## src/rtl/i3c_data_tobus_fifo.sv

```systemverilog
// rtl/i3c_data_tobus_fifo.sv - to-bus byte FIFO from system writes to the I3C engine
module i3c_data_tobus_fifo #(
    parameter int BITS = 3
) (
    input  logic       CLK,
    input  logic       RST,
    input  logic       tb_wr_valid,
    input  logic [7:0] tb_wr_data,
    input  logic       tb_wr_end,
    output logic       tb_wr_full,
    input  logic       tb_flush,
    input  logic [1:0] tx_trig,
    output logic       int_tx,
    output logic [4:0] avail_byte_cnt,
    output logic [7:0] tb_datab,
    output logic       tb_end,
    output logic       tb_datab_ready,
    input  logic       tb_datab_ack,
    input  logic       tb_datab_req,
    output logic       set_tb_orun,
    input  logic       clear_tb_orun,
    output logic       set_tb_urun,
    input  logic       clear_tb_urun
);

    localparam int DEPTH = 1 << BITS;
    localparam logic [BITS:0] IDX_ONE = 1;
    localparam logic [4:0] TH_QUARTER = 5'(DEPTH / 4);
    localparam logic [4:0] TH_HALF    = 5'(DEPTH / 2);
    localparam logic [4:0] TH_3QUART  = 5'((3 * DEPTH) / 4);

    logic [8:0]    mem [DEPTH];
    logic [BITS:0] widx;
    logic [BITS:0] ridx;
    logic [BITS:0] diff;
    logic          empty;
    logic          full;
    logic          push;
    logic          pop;

    // Wrap bit distinguishes full from empty when the low index bits match.
    assign empty = (widx == ridx);
    assign full  = (widx[BITS] != ridx[BITS]) && (widx[BITS-1:0] == ridx[BITS-1:0]);
    assign diff  = widx - ridx;
    assign push  = tb_wr_valid & ~full & ~tb_flush;
    assign pop   = tb_datab_ack & ~empty & ~tb_flush;

    assign avail_byte_cnt = 5'(diff);
    assign tb_wr_full     = full;
    assign tb_datab_ready = ~empty;
    assign {tb_end, tb_datab} = mem[ridx[BITS-1:0]];

    always_comb begin
        int_tx = 1'b0;
        case (tx_trig)
            2'b00:   int_tx = (avail_byte_cnt == 5'd0);
            2'b01:   int_tx = (avail_byte_cnt <= TH_QUARTER);
            2'b10:   int_tx = (avail_byte_cnt <= TH_HALF);
            default: int_tx = (avail_byte_cnt <= TH_3QUART);
        endcase
    end

    always_ff @(posedge CLK or posedge RST) begin
        if (RST) begin
            widx        <= '0;
            ridx        <= '0;
            set_tb_orun <= 1'b0;
            set_tb_urun <= 1'b0;
            for (int i = 0; i < DEPTH; i++) begin
                mem[i] <= '0;
            end
        end else begin
            if (tb_flush) begin
                widx <= '0;
                ridx <= '0;
            end else begin
                if (push) begin
                    mem[widx[BITS-1:0]] <= {tb_wr_end, tb_wr_data};
                    widx <= widx + IDX_ONE;
                end
                if (pop) begin
                    ridx <= ridx + IDX_ONE;
                end
            end
            // Set beats clear when both happen in the same cycle.
            set_tb_orun <= (set_tb_orun & ~clear_tb_orun) | (tb_wr_valid & full & ~tb_flush);
            set_tb_urun <= (set_tb_urun & ~clear_tb_urun) | (tb_datab_req & empty);
        end
    end

endmodule

```

## config.mk

```make
export PLATFORM = sky130hd
export DESIGN_NAME = i3c_data_tobus_fifo
export DESIGN_NICKNAME = d
export VERILOG_FILES = /design/src/rtl/i3c_data_tobus_fifo.sv
export SDC_FILE = /design/constraint.sdc
export NUM_CORES = 1
export LEC_CHECK = 0
export ABC_AREA = 1
export BUFFER_PORTS_ARGS = -buffer_cell sky130_fd_sc_hd__buf_2
export CORE_ASPECT_RATIO = 0.75
export CORE_MARGIN = 2
export CORE_UTILIZATION = 37
export DETAILED_ROUTE_END_ITERATION = 7
export PLACE_DENSITY = 0.66
export SKIP_CTS_REPAIR_TIMING = 1
export SLEW_MARGIN = 20
export SYNTH_ARGS = -nofsm -noshare
export SYNTH_HDL_FRONTEND = slang
export SYNTH_SLANG_ARGS = --single-unit
```

## constraint.sdc

```tcl
create_clock -name CLK -period 2.8 [get_ports CLK]
set_input_delay 0.56 -clock CLK [delete_from_list [all_inputs] [get_ports CLK]]
set_output_delay 0.56 -clock CLK [all_outputs]
set_load 0.01 [all_outputs]
```

==> Word level (Yosys, flattened, before mapping) <==
Index checks and enable logic that the tools add are counted.
{ "totals": {"wordCells": 62, "ff_bits": 82, "in_bits": 19, "output_inout_bits": 19} }
{ "classes": {"eq_ne": 5, "magnitude_cmp": 6, "n_bitwise": 18, "n_addsub": 3, "reduce_logical": 7, "muxes": 11} }
{ "op_table": {"columns": ["cell", "count"], "rows": [
  ["72-bit bitwise mux", 1],
  ["9-bit binary-select mux with 3-bit select", 1],
  ["9-bit demux with 3-bit select", 1],
  ["9-bit 2-to-1 mux", 3],
  ["4-bit 2-to-1 mux", 4],
  ["1-bit AND", 9],
  ["4-bit by 1-bit adder with 4-bit output (second input constant)", 2],
  ["4-bit greater-or-equal comparator (second input constant)", 2],
  ["4-bit by 3-bit <= comparator with 1-bit output (second input constant)", 2],
  ["3-bit inverter with 4-bit output", 2],
  ["5-bit logical NOT", 1],
  ["1-bit inverter", 5],
  ["4-bit equality test", 1],
  ["4-bit by 2-bit <= comparator with 1-bit output (second input constant)", 1],
  ["4-bit by 1-bit less-than comparator with 1-bit output (second input constant)", 1],
  ["2-bit nonzero test", 2],
  ["4-bit subtractor", 1],
  ["3-bit equality test", 1],
  ["1-bit case mux with 3 select lines", 1],
  ["2-bit by 1-bit equality test with 1-bit output (second input constant)", 1],
  ["2-bit equality test (second input constant)", 1],
  ["1-bit logical AND", 2],
  ["2-bit logical NOT", 1],
  ["1-bit bitwise OR", 2],
  ["other kinds (2)", 2]
]} }

==> Longest topological paths before layout <==
{ "depth": {"depth_word": 7, "mapped_depth": 11, "depth_no_buf": 9} }

==> Least setup slack after synthesis <==
No wires, ideal clock.
{ "synth_path": {"path_kind": "flip-flop to output port", "from": "register widx[0]", "to": "output port int_tx", "t_required_ns": 2.240, "slack_ns": 0.504, "path_buffers": 1, "t_arrival_ns": 1.736, "path_stages_with_launch": 9, "cell_sequence": "dfrtp_1 > buf_4 > inv_4 > ha_1 > fa_1 > o21ai_0 > nand3_1 > nand2_1 > a21oi_1"} }
{ "synth_via": {"elab_chain_len": 3, "word_cells_on_any_way": 6, "classes_between": "add/sub: 1; order compare: 3; mux: 1; reduce/logical: 1"} }
{ "synth_lines": {"columns": ["element", "line_no", "rtl"], "rows": [
  ["start, declared", "33", "logic [BITS:0] widx;"],
  ["start signal, assigned", "79", "widx <= widx + IDX_ONE;"],
  ["4-bit subtractor (*)", "44", "assign diff = widx - ridx;"],
  ["4-bit by 3-bit <= comparator with 1-bit output, or another cell as far along", "59", "default: int_tx = (avail_byte_cnt <= TH_3QUART);"],
  ["1-bit case mux with 3 select lines (*)", "55", "case (tx_trig)"],
  ["end, declared", "13", "output logic int_tx,"]
]} }
Mark *: on every way between the ends. The rest lies on a longest branch, timed or not.

==> Final worst setup path <==
{ "layout_path": {"from": "register ridx[1]", "to": "output port tb_wr_full"} }
{ "layout_via": {"elab_chain_len": 2} }
{ "layout_lines": {"columns": ["element", "line_no", "rtl"], "rows": [
  ["start, declared", "34", "logic [BITS:0] ridx;"],
  ["start signal, assigned", "82", "ridx <= ridx + IDX_ONE;"],
  ["3-bit equality test", "43", "assign full = (widx[BITS] != ridx[BITS]) && (widx[BITS-1:0] == ridx[BITS-1:0]);"],
  ["1-bit logical AND", "43", null],
  ["end, declared", "10", "output logic tb_wr_full,"]
]} }
No other way between the ends.

==> flow_results.xml <==
<?xml version="1.0" encoding="UTF-8"?>
<metrics>
  <group name="floorplan">
    <metric name="initial_core_util" unit="%">37.9</metric>
    <metric name="dieArea" unit="mm^2">0.0135</metric>
    <metric name="row_count" unit="">35</metric>
    <metric name="die_width" unit="um">134</metric>
    <metric name="ios" unit="">38</metric>
    <metric name="design.core.area" unit="mm^2">0.0123</metric>
    <metric name="die_y" unit="um">101</metric>
  </group>
  <group name="grt">
    <metric name="grt_pass1_vias" unit="">4311</metric>
    <metric name="antenna_found_initial" unit="">0</metric>
    <metric name="globalRoute.totalOverflow" unit="">0</metric>
    <metric name="grt_max_degree" unit="">84</metric>
    <metric name="global_router_s_overall_resource_usage" unit="%">20.7</metric>
    <metric name="wire_length_of_the_first_global_routing_pass" unit="um">21900</metric>
  </group>
  <group name="cts">
    <metric name="htree_depth" unit="">3</metric>
    <metric name="clockBufferDepth" unit="">2</metric>
    <metric name="clkLatencyLatePin" unit="ps">340</metric>
    <metric name="clock_tree.root_cell" unit="">sky130_fd_sc_hd__clkbuf_16</metric>
    <metric name="cts_tree" unit="">yes</metric>
    <metric name="clkTransAtPathRegs" unit="ps">60</metric>
    <metric name="tritoncts.num_buffers" unit="">9</metric>
    <metric name="numClockSinks" unit="">82</metric>
  </group>
  <group name="timing">
    <metric name="finalClockSkew" unit="ps">5.53</metric>
    <metric name="totalNegativeSetupSlack" unit="ps">0</metric>
    <metric name="worst-slew-pin-transition" unit="ps">785</metric>
    <metric name="finalCriticalPeriod" unit="ps">2620</metric>
    <metric name="report.final.slew_viol_count" unit="">0</metric>
    <metric name="finalSetupViolCount" unit="">0</metric>
    <metric name="timing.final.crit_share" unit="%">93.5</metric>
    <metric name="rsz0062_at_grt" unit="">no</metric>
    <metric name="final_hold_viol_count" unit="">0</metric>
    <metric name="timing.fmax" unit="GHz">0.382</metric>
    <metric name="relSlewSlack" unit="%">47.6</metric>
  </group>
  <group name="critical_path">
    <metric name="timing.critical_path.required" unit="ps">2240</metric>
    <metric name="worst_setup_path_start_kind" unit="">flop</metric>
    <metric name="crit_arrival" unit="ps">2060</metric>
    <metric name="cp_slowest_cell" unit="">sky130_fd_sc_hd__dfrtp_1</metric>
    <metric name="setup.worst_path.end_class" unit="">primary output</metric>
    <metric name="critical_path.n_buffers_inverters" unit="">3</metric>
    <metric name="timing.setup.critical_path_class" unit="">reg2out</metric>
    <metric name="critical-path-top-delay-family" unit="">flip-flops</metric>
    <metric name="maximum_cell_stage_delay_along_the_critical_path" unit="ps">600</metric>
    <metric name="timing.critical_path.cells" unit="">inv_2 -&gt; ha_1 -&gt; nand2_1 -&gt; nor2_2 -&gt; nand2_4 -&gt; inv_2 -&gt; buf_2</metric>
    <metric name="critical_path.most_common_cell" unit="">sky130_fd_sc_hd__inv_2</metric>
    <metric name="crit_path_max_fanout" unit="">24</metric>
  </group>
  <group name="drt">
    <metric name="post-route-drc-count" unit="">0</metric>
    <metric name="ant_nets" unit="">0</metric>
    <metric name="drt-pass1-iter-count" unit="">5</metric>
    <metric name="drt-initial-drc-count" unit="">418</metric>
    <metric name="wire_per_inst" unit="um">16.6</metric>
    <metric name="detail_route.wirelength" unit="um">13200</metric>
    <metric name="avgViaCountPerCell" unit="">5.43</metric>
    <metric name="via_count" unit="">4331</metric>
  </group>
  <group name="placed_design">
    <metric name="gp_congestion" unit="">0.861</metric>
    <metric name="dp.final_hpwl" unit="um">8920</metric>
    <metric name="placement.io_buffers" unit="">36</metric>
  </group>
  <group name="logic_synthesis">
    <metric name="synth_seq_cells" unit="">82</metric>
    <metric name="async_flop_share" unit="%">100</metric>
    <metric name="average_footprint_of_a_synthesized_cell" unit="um^2">7.66</metric>
    <metric name="synthesis_warnings" unit="">0</metric>
    <metric name="synth_area_leader_cell" unit="">sky130_fd_sc_hd__dfrtp_1</metric>
    <metric name="synth_edf_count" unit="">0</metric>
    <metric name="synthDistinctLibCells" unit="">26</metric>
    <metric name="synthDominantCellAreaShare" unit="%">44.1</metric>
    <metric name="postSynthNetCount" unit="">633</metric>
    <metric name="syn-instance-count" unit="">608</metric>
    <metric name="postSynth.topFlopCell" unit="">sky130_fd_sc_hd__dfrtp_1</metric>
    <metric name="list_of_most_frequent_post_synthesis_cells" unit="">sky130_fd_sc_hd__nand2_1 (224), sky130_fd_sc_hd__dfrtp_1 (82), sky130_fd_sc_hd__nand4_1 (77), sky130_fd_sc_hd__nor2_1 (75), sky130_fd_sc_hd__o21ai_0 (22)</metric>
    <metric name="most_area_consuming_cells_after_synthesis" unit="">sky130_fd_sc_hd__dfrtp_1 (44%), sky130_fd_sc_hd__nand2_1 (18%), sky130_fd_sc_hd__nand4_1 (10%)</metric>
    <metric name="synth_area" unit="mm^2">0.00466</metric>
    <metric name="yosysMostFrequentCell" unit="">sky130_fd_sc_hd__nand2_1</metric>
    <metric name="synth.yosys.seq_area_share" unit="%">44.1</metric>
  </group>
  <group name="layout">
    <metric name="layout-area-overhead-vs-synth" unit="%">12.2</metric>
    <metric name="drive_above_1_share" unit="%">15.2</metric>
    <metric name="nNetsFinal" unit="">652</metric>
    <metric name="fillCellCount" unit="">1220</metric>
    <metric name="antennaDiodeCount" unit="">0</metric>
    <metric name="finalCoreUtilization" unit="%">42.5</metric>
  </group>
  <group name="power_and_ir_drop">
    <metric name="power.density" unit="mW/mm^2">689</metric>
    <metric name="ir_worst_vdd" unit="V">0.000316</metric>
    <metric name="static-leakage-power" unit="nW">2.75</metric>
  </group>
  <group name="worst_hold_path">
    <metric name="hp-class" unit="">in2async</metric>
  </group>
  <group name="run_status">
    <metric name="run_status" unit="">finished clean</metric>
  </group>
  <group name="job">
    <metric name="maximum_capacitance_violations" unit="">0</metric>
  </group>
</metrics>
state kept, by name (all words and copies together), names as in the netlist:
register,count
mem,72
ridx,4
set_tb_orun,1
set_tb_urun,1
widx,4
final timing paths:
check	startpoint	endpoint	slack [ps]	cells past startpoint
min in group CLK	clear_tb_orun	set_tb_orun$_DFF_PP0_	390	2
min reg2reg	mem[8]$_DFFE_PP0P_	mem[8]$_DFFE_PP0P_	470	2
min	RST	mem[71]$_DFFE_PP0P_	350	2
max	ridx[1]$_DFFE_PP0P_	tb_wr_full	180	7
max reg2reg	ridx[1]$_DFFE_PP0P_	mem[15]$_DFFE_PP0P_	520	9
max in group asynchronous	RST	mem[28]$_DFFE_PP0P_	1810	3
through the flow:
step	instance area [um^2]	hold slack, ps	worst slack (ps)	cells	total power [mW]
after floorplan	4660	437	132	608	2.10
after global placement	4920	448	556	782	2.38
after detailed placement	4920	455	548	782	2.40
after CTS	5230	367	176	797	3.61
after global routing	5230	393	2.13	797	3.84
final	5230	348	181	797	3.60
per-layer routing:
layer  up-vias  routed length (um)  GRT usage [%]
met5         -                   0              0
met4         0                 293           7.45
li1       2055                   -              -
met2       169                6080           33.7
met1      2080                5970           27.7
met3        27                 867           4.45
worst reg2reg max path, stage by stage, from the launching register on:
cell	delay, ps
sky130_fd_sc_hd__dfrtp_1	600
sky130_fd_sc_hd__inv_2	70
sky130_fd_sc_hd__ha_1	310
sky130_fd_sc_hd__nand2_1	100
sky130_fd_sc_hd__nor2_2	60
sky130_fd_sc_hd__nand2_4	250
sky130_fd_sc_hd__buf_4	370
sky130_fd_sc_hd__nand3_4	210
sky130_fd_sc_hd__nand2_1	130
sky130_fd_sc_hd__nand2_1	60
cell families after synthesis:
group                      synth area share (%)
adders and majority gates                  1.77
xor gates and xnor gates                  0.564
and+or+nand+nor                            41.9
AOI/OAI and AO/OA                          4.41
other                                    0.0805
buffers and inverters                      7.23
DFF                                        44.1
cell type report:
type	count	area, um^2	share of cell area [%]
Multi-Input combinational cell	465	2280	43.6
Sequential cell	82	2050	39.3
Inverter	19	75.1	1.44
Clock buffer	13	270	5.17
Timing Repair Buffer	50	310	5.94
Tap cell	166	208	3.97
Clock inverter	2	35.0	0.670
where the power goes:
part / internal, mW / switching (mW) / total, mW
clock network: 0.758 / 0.458 / 1.22
logic: 0.318 / 0.614 / 0.932
registers: 1.35 / 0.105 / 1.46
total: 2.43 / 1.18 / 3.60
placed cells by master (no fill, tap or decap), drive strengths merged, types with 2 or more instances in the layout:
master,count
inv,17
clkinv,3
xor2,3
nand3,24
buf,50
ha,5
clkbuf,13
dfrtp,82
o21ai,39
nand4,77
a21oi,2
nand2,229
nor2,84
(Power assumes the default switching activity.)
